===== src/rtl/lupa_frame_gen.sv =====
// LUPA-style sensor frame generator: produces FRAME_VALID / LINE_VALID timing
// and a selectable test pattern on DATA_IMAGE. All outputs come straight from
// registers. The pattern is chosen when a frame starts and cannot change until
// the next frame.
module lupa_frame_gen #(
    parameter int H_ACTIVE = 640,
    parameter int H_BLANK  = 32,
    parameter int V_ACTIVE = 480,
    parameter int FV_LEAD  = 8,
    parameter int FV_TAIL  = 8,
    parameter int V_BLANK  = 1000
) (
    input  logic        CLOCK,
    input  logic        RESET,
    input  logic        ENABLE,
    input  logic [1:0]  PATTERN_SEL,
    output logic [9:0]  DATA_IMAGE,
    output logic        LINE_VALID,
    output logic        FRAME_VALID,
    output logic        FRAME_DONE,
    output logic [15:0] FRAME_CNT,
    output logic        BUSY
);

    typedef enum logic [2:0] {
        IDLE,
        LEAD,
        ACTIVE,
        HBLANK,
        TAIL,
        VBLANK
    } state_t;

    state_t      state_q;
    logic [31:0] cnt_q;
    logic [15:0] col_q;
    logic [15:0] row_q;
    logic [9:0]  lfsr_q;
    logic [9:0]  lfsrStep_d;
    logic [1:0]  patSel_q;
    logic [9:0]  data_q;
    logic        lv_q;
    logic        fv_q;
    logic        done_q;
    logic        busy_q;
    logic [15:0] frameCnt_q;

    // Pixel value for a given column/row. Only the low 10 bits of the
    // coordinates reach the image; the LFSR value is supplied by the caller
    // because it depends on where in the frame the pixel falls.
    function automatic logic [9:0] pixel(input logic [1:0]  sel,
                                         input logic [15:0] col,
                                         input logic [15:0] row,
                                         input logic [9:0]  lfsr);
        logic [9:0] value;
        value = 10'h000;
        unique case (sel)
            2'd0: value = col[9:0];
            2'd1: value = row[9:0];
            2'd2: value = (col[5] ^ row[5]) ? 10'h3FF : 10'h000;
            2'd3: value = lfsr;
        endcase
        return value;
    endfunction

    // Next LFSR state for x^10 + x^7 + 1, shifting towards the MSB.
    always_comb begin
        lfsrStep_d = {lfsr_q[8:0], lfsr_q[9] ^ lfsr_q[6]};
    end

    // Frame timing FSM; every output is loaded alongside the state so that
    // it always describes the state the block is currently in.
    always_ff @(posedge CLOCK) begin
        if (RESET) begin
            state_q    <= IDLE;
            cnt_q      <= '0;
            col_q      <= '0;
            row_q      <= '0;
            lfsr_q     <= 10'h001;
            patSel_q   <= '0;
            data_q     <= '0;
            lv_q       <= 1'b0;
            fv_q       <= 1'b0;
            done_q     <= 1'b0;
            busy_q     <= 1'b0;
            frameCnt_q <= '0;
        end else begin
            done_q <= 1'b0;
            unique case (state_q)
                IDLE: begin
                    if (ENABLE) begin
                        state_q  <= LEAD;
                        cnt_q    <= '0;
                        patSel_q <= PATTERN_SEL;
                        lfsr_q   <= 10'h001;
                        fv_q     <= 1'b1;
                        busy_q   <= 1'b1;
                    end
                end
                LEAD: begin
                    if (cnt_q == 32'(FV_LEAD - 1)) begin
                        state_q <= ACTIVE;
                        col_q   <= '0;
                        row_q   <= '0;
                        lv_q    <= 1'b1;
                        data_q  <= pixel(patSel_q, 16'd0, 16'd0, lfsr_q);
                    end else begin
                        cnt_q <= cnt_q + 32'd1;
                    end
                end
                ACTIVE: begin
                    lfsr_q <= lfsrStep_d;
                    if (col_q == 16'(H_ACTIVE - 1)) begin
                        lv_q    <= 1'b0;
                        data_q  <= '0;
                        cnt_q   <= '0;
                        state_q <= (row_q == 16'(V_ACTIVE - 1)) ? TAIL : HBLANK;
                    end else begin
                        col_q  <= col_q + 16'd1;
                        data_q <= pixel(patSel_q, col_q + 16'd1, row_q, lfsrStep_d);
                    end
                end
                HBLANK: begin
                    if (cnt_q == 32'(H_BLANK - 1)) begin
                        state_q <= ACTIVE;
                        col_q   <= '0;
                        row_q   <= row_q + 16'd1;
                        lv_q    <= 1'b1;
                        data_q  <= pixel(patSel_q, 16'd0, row_q + 16'd1, lfsr_q);
                    end else begin
                        cnt_q <= cnt_q + 32'd1;
                    end
                end
                TAIL: begin
                    if (cnt_q == 32'(FV_TAIL - 1)) begin
                        state_q    <= VBLANK;
                        cnt_q      <= '0;
                        fv_q       <= 1'b0;
                        done_q     <= 1'b1;
                        frameCnt_q <= frameCnt_q + 16'd1;
                    end else begin
                        cnt_q <= cnt_q + 32'd1;
                    end
                end
                VBLANK: begin
                    if (cnt_q == 32'(V_BLANK - 1)) begin
                        cnt_q <= '0;
                        if (ENABLE) begin
                            state_q  <= LEAD;
                            patSel_q <= PATTERN_SEL;
                            lfsr_q   <= 10'h001;
                            fv_q     <= 1'b1;
                        end else begin
                            state_q <= IDLE;
                            busy_q  <= 1'b0;
                        end
                    end else begin
                        cnt_q <= cnt_q + 32'd1;
                    end
                end
                default: begin
                    state_q <= IDLE;
                    busy_q  <= 1'b0;
                    fv_q    <= 1'b0;
                    lv_q    <= 1'b0;
                    data_q  <= '0;
                end
            endcase
        end
    end

    assign DATA_IMAGE  = data_q;
    assign LINE_VALID  = lv_q;
    assign FRAME_VALID = fv_q;
    assign FRAME_DONE  = done_q;
    assign FRAME_CNT   = frameCnt_q;
    assign BUSY        = busy_q;

endmodule


===== config.mk =====
export PLATFORM = sky130hd
export DESIGN_NAME = lupa_frame_gen
export DESIGN_NICKNAME = d
export VERILOG_FILES = /design/src/rtl/lupa_frame_gen.sv
export SDC_FILE = /design/constraint.sdc
export NUM_CORES = 1
export LEC_CHECK = 0
export ABC_AREA = 1
export CORE_AREA = 2 2 174 176
export DETAILED_ROUTE_END_ITERATION = 16
export DIE_AREA = 0 0 176 178
export GPL_ROUTABILITY_DRIVEN = 0
export SLEW_MARGIN = 20
export SYNTH_ARGS = -nofsm -noshare
export SYNTH_HDL_FRONTEND = slang
export SYNTH_SLANG_ARGS = --single-unit

===== constraint.sdc =====
create_clock -name CLOCK -period 2.1 [get_ports CLOCK]
set_input_delay 0.525 -clock CLOCK [delete_from_list [all_inputs] [get_ports CLOCK]]
set_output_delay 0.525 -clock CLOCK [all_outputs]
set_load 0.1 [all_outputs]

## Yosys cells after proc, flatten, opt, wreduce, memory -nomap -nowiden

Cells that the tools add are included.

- Register bits: 109

- $add $sub $neg: 4
- Muxes and demuxes: 50
- Bitwise gates (word level): 6
- Equality and inequality tests: 23
- Reduce and logical (&&, ||, !) cells: 23

Operator list:

| operator | count |
|---|---|
| 2-to-1 mux 32 bit | 6 |
| one-hot mux 32 bit (6 select lines) | 1 |
| one-hot mux 10 bit (4 select lines) | 3 |
| 2-to-1 mux 10 bit | 7 |
| 2-to-1 mux 16 bit | 4 |
| adder 16 x 1 -> 16 bit (second input constant) | 3 |
| one-hot mux 16 bit (3 select lines) | 1 |
| adder 32 x 1 -> 32 bit (second input constant) | 1 |
| equality test 32 x 10 -> 1 bit (second input constant) | 1 |
| equality test 32 x 3 -> 1 bit (second input constant) | 1 |
| equality test 32 x 5 -> 1 bit (second input constant) | 1 |
| one-hot mux 16 bit (2 select lines) | 1 |
| one-hot mux 10 bit (3 select lines) | 1 |
| 2-to-1 mux 3 bit | 7 |
| inequality test 2 bit (second input constant) | 10 |
| one-hot mux 10 bit (2 select lines) | 1 |
| one-hot mux 3 bit (6 select lines) | 1 |
| equality test 16 x 10 -> 1 bit (second input constant) | 1 |
| equality test 16 x 9 -> 1 bit (second input constant) | 1 |
| AND reduction 4 bit | 3 |
| 2-to-1 mux 1 bit | 11 |
| AND reduction 3 bit | 3 |
| OR reduction 3 bit | 3 |
| one-hot mux 1 bit (4 select lines) | 2 |
| other kinds (20) | 32 |

## Longest topological paths before layout

- Depth after elaboration: 6
- Depth in mapped cells: 15

## Worst setup path before layout

Ideal clock, no wire load.

- Path kind: register to register
- From: reg frameCnt_q[0] (netlist: FRAME_CNT[0])
- To: reg frameCnt_q[12] (netlist: FRAME_CNT[12])
- Arrival: 2.135 ns
- Slack: -0.167 ns
- Setup time: 0.132 ns
- Buffers on the path: 0
- Cell stages (with the launch flop): 9
- Cells stage by stage: dfxtp_1 -> ha_1 -> nand3_1 -> nor4_1 -> inv_1 -> nand2_1 -> inv_1 -> o21ai_0 -> a21oi_1

- Word-level cells in the longest chain between the ends: 1

RTL lines:

| what | RTL line | text |
|---|---|---|
| start: declaration | 46 | `logic [15:0] frameCnt_q;` |
| start signal: assignment | 140 | `frameCnt_q <= frameCnt_q + 16'd1;` |
| adder 16 x 1 -> 16 bit | 140 |  |

Every way passes these cells.
A chain may end at the register's enable or synchronous reset.

## Final worst setup path

- From: reg cnt_q[23]
- To: reg row_q[7]

- Word-level cells in the longest chain between the ends: 3

RTL lines:

| what | RTL line | text |
|---|---|---|
| start: declaration | 35 | `logic [31:0] cnt_q;` |
| start signal: assignment | 108 | `cnt_q <= cnt_q + 32'd1;` |
| start signal: assignment | 131 | `cnt_q <= cnt_q + 32'd1;` |
| start signal: assignment | 142 | `cnt_q <= cnt_q + 32'd1;` |
| equality test 32 x 3 -> 1 bit / equality test 32 x 5 -> 1 bit (equally long branches) | 101, 124 |  |
| inequality test 2 bit (no line) | n/a |  |
| AND reduction 3 bit (no line) * | n/a |  |
| end signal: assignment | 127 | `row_q <= row_q + 16'd1;` |
| end: declaration | 37 | `logic [15:0] row_q;` |

Every way passes the cells marked *; elsewhere a longest branch is shown, timed or not.

==> results.yml <==
power_and_ir_drop:
  p_leak_nw: 3.32
  power_density_nw_per_um2: 802
  p_total_w: 0.00695
  peakVddDrop_uv: 523
clock_tree:
  cts_max_path_buffers: 2
  clock_latency_ps: 370
  cts_buffers: 9
  cts_hold_buf: 0
  clk_pin_slew_worst_paths_ps: 80
  cts_tree: "built"
  clock-sinks: 109
  htree_levels: 3
  cts-root-buf: "clkbuf_16"
synth:
  yosysSeqAreaShare: 0.301
  synthCells: 1181
  synth.avg_cell_area_um2: 6.13
  synth_nets: 1190
  synth_top_cell_area_share: 0.301
  synth_edf_count: 0
  synth_flop_cell: "dfxtp_1"
  async_reset_ff_frac: 0
  synthesis.area_um2: 7240
  ys_ff_latch: 109
  ys_top_cells_by_area: "dfxtp_1 (30%), nand2_1 (18%), a21oi_1 (7.5%)"
  yosysUniqueCellTypes: 43
  yosys.area.top_type: "dfxtp_1"
  ys_warn_count: 0
cells_and_area:
  final_common_cell: "nand2_1"
  n_fill_cell: 3256
  final_area_um2: 8670
  multi_input_area_um2: 4450
  seqCellArea_um2: 2180
  syn_to_final_growth_pct: 19.7
  antenna_cells: 0
  finalNetCount: 1239
  final_cells: 1625
  drive_gt1_frac: 0.131
  final_cell_mix: "nand2_1 (352), nor2_1 (139), a21oi_1 (109)"
die:
  die_area_um2: 31300
  die_w_um: 176
  start_util: 0.246
  fp.dieH_um: 178
  io_pins: 35
  core_um2: 29400
  num_rows: 63
sta:
  slew_headroom: 0.571
  hold_viol: 0
  holdWs_ps: 468
  setup_viol: 0
  finClkSkew_ps: 9.29
  timing.final.crit_share: 0.950
  rsz0062_at_grt: "yes"
  finalMaxSlewViolations: 0
  max_freq_mhz: 501
  fin_crit_ps: 2000
  worst_pin_slew_ps: 641
grt:
  gr-usage-all-layers: 0.142
  grt_start_max_net_pins: 87
  grt_pass1_vias: 7155
  grt_pass1_wl_um: 36300
  antenna_found_initial: 0
  grt-ovfl-total: 0
critical_path:
  crit_path_top_delay_cell: "dfxtp_1"
  path_class: "flop to flop"
  path_delay_family: "simple AND/OR/NAND/NOR gates"
  worst-path-stages: 11
  cp_cell_sequence: "buf_4 > inv_1 > nand4_1 > nor2_1 > nand2_2 > nor2_4 > nand3_1 > nand2_1 > buf_12 > o21ai_1 > a21oi_1"
  startpoint_type: "flop"
  slowest_delay_ps: 330
  required_ps: 2400
  worst-path-buf-inv: 3
  arrival_ps: 2290
  cp_max_fo: 20
  critPathCaptureType: "flop"
  r2r_cells: 11
route:
  via_per_inst: 4.74
  wirelength_um: 22000
  dr.pass1.iters: 7
  vias: 7708
  drtIter0Drc: 607
  wl_per_cell_um: 13.5
  detail-route-antenna-nets: 0
  post-route-drc-count: 0
place:
  placed_cell_area_um2: 8280
  dp_hpwl_um: 15900
  dp_cells: 1604
  io_buffers: 34
job:
  drv_cap: 0
hold_path:
  holdPathStages: 2
  holdCritPathClass: "flop to flop"
outcome:
  status: "finished, final reports clean"
## layout make-up
| type | count | area share |
|---|---|---|
| multi-input combinational | 918 | 0.514 |
| sequential | 109 | 0.252 |
| timing repair buffer | 78 | 0.0947 |
| tap | 390 | 0.0563 |
| inverter | 114 | 0.0497 |
| clock buffer | 9 | 0.0260 |
| clock inverter | 7 | 0.00751 |
## kinds of logic after synthesis
kind of cell	count (synthesis)	share of synthesized area
DFF	109	0.301
AOI/OAI and AO/OA	189	0.145
xor gates and xnor gates	31	0.0375
adders and majority gates	4	0.00691
buffers and inverters	154	0.0869
and+or+nand+nor	694	0.422
## where the power goes
part           internal (W)  switching (W)
clock              0.000840       0.000906
sequential          0.00217       0.000114
combinational      0.000875        0.00204
## registers in the layout (all words and copies together), names as in the netlist
signal and count:
lfsr_q 10, col_q 16, FRAME_CNT 16, LINE_VALID 1
row_q 16, state_q 3, FRAME_DONE 1, patSel_q 2
DATA_IMAGE 10, cnt_q 32, BUSY 1, FRAME_VALID 1
## Yosys cell counts (4+ instances only)
cell and count:
nand2_1 353, nor2_1 139, a21oi_1 109, dfxtp_1 109, nand3_1 99, inv_1 94, o21ai_0 38, nor3_1 28
xor2_1 25, clkbuf_1 24, nand4_1 22, inv_2 17, o311ai_0 17, o21ai_1 11, buf_2 9, nand2_2 9
nor2_2 9, or2_2 7, xnor2_1 6, nand3_2 5, nor2_4 5, buf_4 4, ha_1 4, nand2_4 4
nand3b_1 4, o31ai_1 4
## tightest hold or removal path, delay by kind of cell (launching register included)
| kind | cells | cell delay [ps] |
|---|---|---|
| and+or+nand+nor | 1 | 60 |
| DFF | 1 | 310 |
| AOI/OAI and AO/OA | 1 | 50 |
## layer usage
layer,vias up,track usage,routed length (um)
li1,3958,-,-
met1,3510,0.191,10400
met2,204,0.236,10300
met3,36,0.0224,938
met4,0,0.0382,401
met5,-,0,0
## repair_timing
item | 4_1_cts | 5_1_grt
gates resized for setup | 0 | 6
buffers inserted | 0 | 4
setup endpoints to repair | 0 | 48
## final timing paths
check,start,end,slack [ps]
worst max register to register,cnt_q[23]$_SDFFE_PP0P_,row_q[7]$_SDFFE_PP0P_,100
worst min register to register,DATA_IMAGE[6]$_SDFFE_PP0P_,DATA_IMAGE[6]$_SDFFE_PP0P_,470
worst max-delay path,cnt_q[23]$_SDFFE_PP0P_,row_q[7]$_SDFFE_PP0P_,100
worst min-delay path,DATA_IMAGE[6]$_SDFFE_PP0P_,DATA_IMAGE[6]$_SDFFE_PP0P_,470
## through the flow
| stage | setup TNS (ps) | worst slack (ps) | util |
|---|---|---|---|
| after floorplan | 0 | 54.3 | - |
| after global placement | 0 | 112 | 0.282 |
| after detailed placement | 0 | 89.9 | 0.282 |
| after CTS | 0 | 103 | 0.292 |
| after global routing | -83.5 | -26.0 | 0.295 |
| final | 0 | 105 | 0.295 |
Note: power is estimated with default switching activity, not from simulation.
